<file path="config.mk">
export PLATFORM = sky130hd
export DESIGN_NAME = prog_loader
export DESIGN_NICKNAME = d
export VERILOG_FILES = /design/src/rtl/cpu_pkg.sv /design/src/rtl/prog_loader.sv
export SDC_FILE = /design/constraint.sdc
export NUM_CORES = 1
export LEC_CHECK = 0
export BUFFER_PORTS_ARGS = -buffer_cell sky130_fd_sc_hd__buf_2
export CORE_ASPECT_RATIO = 0.8
export CORE_MARGIN = 1
export CORE_UTILIZATION = 56
export DETAILED_ROUTE_END_ITERATION = 8
export PLACE_DENSITY = 0.79
export SLEW_MARGIN = 20
export SYNTH_ARGS = -nofsm -noshare
export SYNTH_HDL_FRONTEND = slang
export SYNTH_SLANG_ARGS = --single-unit
</file>
<file path="constraint.sdc">
create_clock -name clock -period 2.4 [get_ports clock]
set_input_delay 0 -clock clock [delete_from_list [all_inputs] [get_ports clock]]
set_output_delay 0 -clock clock [all_outputs]
set_load 0.01 [all_outputs]
</file>
<file path="src/rtl/cpu_pkg.sv">
// Shared CPU definitions: program-memory geometry and the program-loader state encoding.
package cpu_pkg;

  localparam int PC_WIDTH    = 8;
  localparam int INSTR_WIDTH = 16;

  typedef enum logic [3:0] {
    IDLE,
    LEN_HI,
    LEN_LO,
    DATA_HI,
    DATA_LO,
    WRITE,
    CHK,
    DONE,
    ERROR
  } ld_state_e;

endpackage

</file>
<file path="src/rtl/prog_loader.sv">
// Program-memory loader: assembles big-endian byte pairs into instruction words and
// writes them from address 0, holding the core stalled. PROG_LOADER_CHECKSUM_EN adds a trailing XOR check byte.
module prog_loader
  import cpu_pkg::*;
#(
  parameter int PC_WIDTH    = cpu_pkg::PC_WIDTH,
  parameter int INSTR_WIDTH = cpu_pkg::INSTR_WIDTH
) (
  input  logic                   clock,
  input  logic                   reset,
  input  logic                   start,
  input  logic [7:0]             byte_data,
  input  logic                   byte_valid,
  output logic                   byte_ready,
  output logic                   pm_write,
  output logic [PC_WIDTH-1:0]    pm_addr,
  output logic [INSTR_WIDTH-1:0] pm_wdata,
  output logic                   cpu_hold,
  output logic                   done,
  output logic                   error,
  output logic [PC_WIDTH:0]      word_count
);

  localparam int          CW    = PC_WIDTH + 1;
  localparam logic [16:0] DEPTH = 17'(1) << PC_WIDTH;

`ifdef PROG_LOADER_CHECKSUM_EN
  localparam ld_state_e FIN_ST = CHK;
`else
  localparam ld_state_e FIN_ST = DONE;
`endif

  ld_state_e               state_q, state_d;
  logic [15:0]             len_q, len_d;
  logic [7:0]              hi_q, hi_d;
  logic                    byte_ready_q, byte_ready_d;
  logic                    pm_write_q, pm_write_d;
  logic [PC_WIDTH-1:0]     pm_addr_q, pm_addr_d;
  logic [INSTR_WIDTH-1:0]  pm_wdata_q, pm_wdata_d;
  logic                    cpu_hold_q, cpu_hold_d;
  logic                    done_q, done_d;
  logic                    error_q, error_d;
  logic [CW-1:0]           word_count_q, word_count_d;
`ifdef PROG_LOADER_CHECKSUM_EN
  logic [7:0]              csum_q, csum_d;
`endif

  logic        accept;
  logic [15:0] len_new;

  assign accept  = byte_valid && byte_ready_q;
  assign len_new = {len_q[15:8], byte_data};

  always_comb begin
    state_d      = state_q;
    len_d        = len_q;
    hi_d         = hi_q;
    pm_write_d   = 1'b0;
    pm_addr_d    = pm_addr_q;
    pm_wdata_d   = pm_wdata_q;
    word_count_d = word_count_q;
`ifdef PROG_LOADER_CHECKSUM_EN
    csum_d       = csum_q;
    if (accept) csum_d = csum_q ^ byte_data;
`endif
    case (state_q)
      IDLE, DONE, ERROR: begin
        // start wins over any byte offered here; byte_ready is low so nothing is consumed
        if (start) begin
          state_d      = LEN_HI;
          word_count_d = '0;
          pm_addr_d    = '0;
`ifdef PROG_LOADER_CHECKSUM_EN
          csum_d       = '0;
`endif
        end
      end
      LEN_HI: if (accept) begin
        len_d[15:8] = byte_data;
        state_d     = LEN_LO;
      end
      LEN_LO: if (accept) begin
        len_d[7:0] = byte_data;
        if ({1'b0, len_new} > DEPTH) state_d = ERROR;
        else if (len_new == 16'd0)   state_d = FIN_ST;
        else                         state_d = DATA_HI;
      end
      DATA_HI: if (accept) begin
        hi_d    = byte_data;
        state_d = DATA_LO;
      end
      DATA_LO: if (accept) begin
        pm_wdata_d = INSTR_WIDTH'({hi_q, byte_data});
        pm_write_d = 1'b1;
        state_d    = WRITE;
      end
      WRITE: begin
        pm_addr_d    = pm_addr_q + PC_WIDTH'(1);
        word_count_d = word_count_q + CW'(1);
        if (17'(word_count_q) + 17'd1 == {1'b0, len_q}) state_d = FIN_ST;
        else                                             state_d = DATA_HI;
      end
`ifdef PROG_LOADER_CHECKSUM_EN
      CHK: if (accept) begin
        state_d = (byte_data == csum_q) ? DONE : ERROR;
      end
`endif
      default: state_d = IDLE;
    endcase

    // outputs are registered decodes of the next state
    byte_ready_d = (state_d == LEN_HI) || (state_d == LEN_LO) || (state_d == DATA_HI) ||
                   (state_d == DATA_LO) || (state_d == CHK);
    done_d       = (state_d == DONE);
    error_d      = (state_d == ERROR);
    cpu_hold_d   = (state_d != DONE);
  end

  always_ff @(posedge clock or negedge reset) begin
    if (!reset) begin
      state_q      <= IDLE;
      len_q        <= '0;
      hi_q         <= '0;
      byte_ready_q <= 1'b0;
      pm_write_q   <= 1'b0;
      pm_addr_q    <= '0;
      pm_wdata_q   <= '0;
      cpu_hold_q   <= 1'b1;
      done_q       <= 1'b0;
      error_q      <= 1'b0;
      word_count_q <= '0;
`ifdef PROG_LOADER_CHECKSUM_EN
      csum_q       <= '0;
`endif
    end else begin
      state_q      <= state_d;
      len_q        <= len_d;
      hi_q         <= hi_d;
      byte_ready_q <= byte_ready_d;
      pm_write_q   <= pm_write_d;
      pm_addr_q    <= pm_addr_d;
      pm_wdata_q   <= pm_wdata_d;
      cpu_hold_q   <= cpu_hold_d;
      done_q       <= done_d;
      error_q      <= error_d;
      word_count_q <= word_count_d;
`ifdef PROG_LOADER_CHECKSUM_EN
      csum_q       <= csum_d;
`endif
    end
  end

  assign byte_ready = byte_ready_q;
  assign pm_write   = pm_write_q;
  assign pm_addr    = pm_addr_q;
  assign pm_wdata   = pm_wdata_q;
  assign cpu_hold   = cpu_hold_q;
  assign done       = done_q;
  assign error      = error_q;
  assign word_count = word_count_q;

endmodule

</file>
==> results.toml <==
[status]
status = "complete, no violations"

[global_route]
grt_pass1_vias = 2309
met1_usage_pct = 36.91
grt_max_degree = 31
use_met2_pct = 37.13
grtUsageTotal_pct = 24.89
grtUsageMet3_pct = 6.108
grt-ovfl-total = 0
antenna_found_initial = 0
grt_busiest_layer = "met2"
grt_pass1_wl_mm = 11.38

[worst_setup_path]
cp.arrival_ns = 2.44
crit_type = "register to register"
crit_family = "simple AND/OR/NAND/NOR gates"
path_max_fanout = 7
crit_chain = "ha_1 -> nand3_1 -> nor3_2 -> xnor2_1 -> nor4_2 -> a31oi_2 -> mux2_1"
path_buf_inv = 0
slowest_delay_ns = 0.40
cp-start-kind = "register"
crit_path_end_kind = "register"
rrSetupSlack_ns = 0.18
crit_required_ns = 2.62
slowest_stage = "dfrtp_1"

[yosys]
synth_top_area_share_pct = 51.59
ys_types = 55
synth-seq-cells = 66
synth_flop_cell = "dfrtp_1"
seq_area_frac_synth_pct = 52.42
synth.most_common_cell = "dfrtp_1"
yosysWarnings = 0
yosysTopAreaCell = "dfrtp_1"
netlist_instances = 286
syn-num-nets = 300
synth_commonest_cells = "dfrtp_1 (65), nand2_1 (43), mux2_2 (32)"
synth_enable_flop_cells = 0
synth-async-reset-ratio_pct = 100.0
syn-cell-area_um2 = 3153
avgSynthCellArea_um2 = 11.02
yosys-top-cells-area = "dfrtp_1 (52%), mux2_2 (11%), nand2_1 (5.1%)"

[route]
drc = 0
wire_per_inst_um = 15.32
dr_total_vias = 2375
drtAntennaViolNets = 0
avgViaCountPerCell = 5.523
finalWirelength_mm = 6.587
dr.pass1.iters = 4
drt_iter0_drc = 111

[clock_tree]
clock_latency_ns = 0.33
numCtsBuffers = 9
clock-sinks = 66
clk_path_buf_depth = 2
cts-root-buf = "clkbuf_8"
clk_pin_slew_ns = 0.07
post-cts-setup-buffers = 0
cts_tree = "built"
cts.htree.levels = 3

[die]
start_util_pct = 58.01
die_x_um = 85.89
ios = 50
num_rows = 24
dieArea_um2 = 5936
fp.dieH_um = 69.12
coreArea_um2 = 5435

[sta]
worst_slack_ns = 0.1803
slew_viol_final = 0
period_needed_ns = 2.220
fmax_ghz = 0.4505
finalSetupTns_ns = 0
clock-skew-final_ns = 0.005303
min_period_over_period_pct = 92.49
rsz0062_at_grt = "no"
finalSetupViolations = 0
worst_pin_slew_ns = 0.3981
finalHoldViolCount = 0
slew-limit-headroom_pct = 73.22

[placement]
gp_congestion = 0.8547
place_ws_ns = 0.1949
port_buffers = 49
dpl.hpwl_mm = 4.701

[hold_path]
hold_class = "input port to register"

[power]
power_frac_seq_pct = 46.1
powerDensity_nw_per_um2 = 1004
p_sw_uw = 1230
vdd_ir_drop_max_mv = 0.5979
pwr-share-clk_pct = 23.8
power_frac_comb_pct = 30.1
p_leak_uw = 0.001838
p_sw_share_pct = 32.67
p_int_uw = 2534

[layout]
n_antenna_cell = 0
areaGrowthSynthToFinish_pct = 18.97
fin_util_pct = 69.01
nNetsFinal = 362
drive_above_1_share_pct = 32.39

[run]
drv_cap = 0
## cells in the final DEF, fill, tap and decap left out, types with 3 or more instances in the layout
cell type / count
nor2b_1: 4
inv_1: 6
nand4_1: 8
clkbuf_8: 10
nand3b_1: 4
mux2_2: 32
nor2_1: 9
nand2_1: 43
buf_2: 49
dlygate4sd3_1: 9
buf_4: 7
nand3_1: 10
o21ai_0: 24
and3_1: 3
o31ai_1: 4
nor3_1: 3
xnor2_1: 9
dfrtp_1: 65
## through the flow
stage / hold slack [ns] / total power (uW) / area, um2 / instances
final: 0.06782 / 3764 / 3751 / 430
after global routing: 0.09037 / 3996 / 3751 / 430
after CTS: 0.04609 / 3789 / 3751 / 430
after detailed placement: -0.09371 / 2877 / 3476 / 406
after global placement: -0.09967 / 2814 / 3476 / 406
after floorplan: -0.2956 / 2547 / 3153 / 286
## path summary, 6_finish.rpt
path	cells past startpoint	end	from
setup / recovery	7	byte_ready$_DFF_PN0_	word_count[1]$_DFFE_PN0P_
setup reg to reg	7	byte_ready$_DFF_PN0_	word_count[1]$_DFFE_PN0P_
min in group asynchronous	2	pm_wdata[15]$_DFFE_PN0P_	reset
hold reg to reg	2	pm_wdata[10]$_DFFE_PN0P_	hi_q[2]$_DFFE_PN0P_
hold / removal	3	state_q[3]$_DFF_PN0_	start
max in group asynchronous	3	hi_q[2]$_DFFE_PN0P_	reset
## logic make-up after synthesis
| family | after synthesis | share of synthesized area, % |
|---|---|---|
| fa+ha+maj | 2 | 0.7935 |
| compound gates | 49 | 10.72 |
| flops | 66 | 52.42 |
| buf+inv | 21 | 3.134 |
| mux | 34 | 12.10 |
| xor+xnor | 11 | 3.056 |
| simple gates | 103 | 17.78 |
## sequential cells by signal (all words and copies together), names as in the netlist
signal and cells:
word_count 9, pm_wdata 16, hi_q 8, byte_ready 1
error 1, pm_write 1, pm_addr 8, done 1
state_q 4, cpu_hold 1, len_q 16
## layout make-up
| type | count | area (um2) |
|---|---|---|
| inverters | 7 | 26.28 |
| well taps | 78 | 97.59 |
| flip-flops and latches | 66 | 1653 |
| repair buffers | 65 | 387.9 |
| fillers | 429 | 1684 |
| clock buffers | 12 | 145.1 |
| clock inverters | 3 | 40.04 |
| multi-input cells | 199 | 1401 |
## metal layers
layer  share of wire [%]  routed length (um)
met3                 5.0                 327
met4                0.67                  44
met1                  48                3170
met2                  46                3045
met5                   0                   0
## power groups by stage
stage / logic, uW / clock network (uW) / registers [uW]
after floorplan: 847 / 0 / 1700
after global placement: 1080 / 0 / 1740
after detailed placement: 1130 / 0 / 1750
after CTS: 1140 / 914 / 1730
after global routing: 1260 / 955 / 1780
final: 1130 / 896 / 1740
## worst register-to-register path, cell delays in order (launching register included)
cell     delay (ns)
dfrtp_1        0.40
ha_1           0.32
nand3_1        0.21
nor3_2         0.29
xnor2_1        0.12
nor4_2         0.28
a31oi_2        0.16
mux2_1         0.33
## timing repair
item                      4_1_cts  5_1_grt
resized for setup               0        0
hold endpoints to repair       96        0
hold buffers                    9        0
No activity file was read; power rests on OpenSTA's default activity.
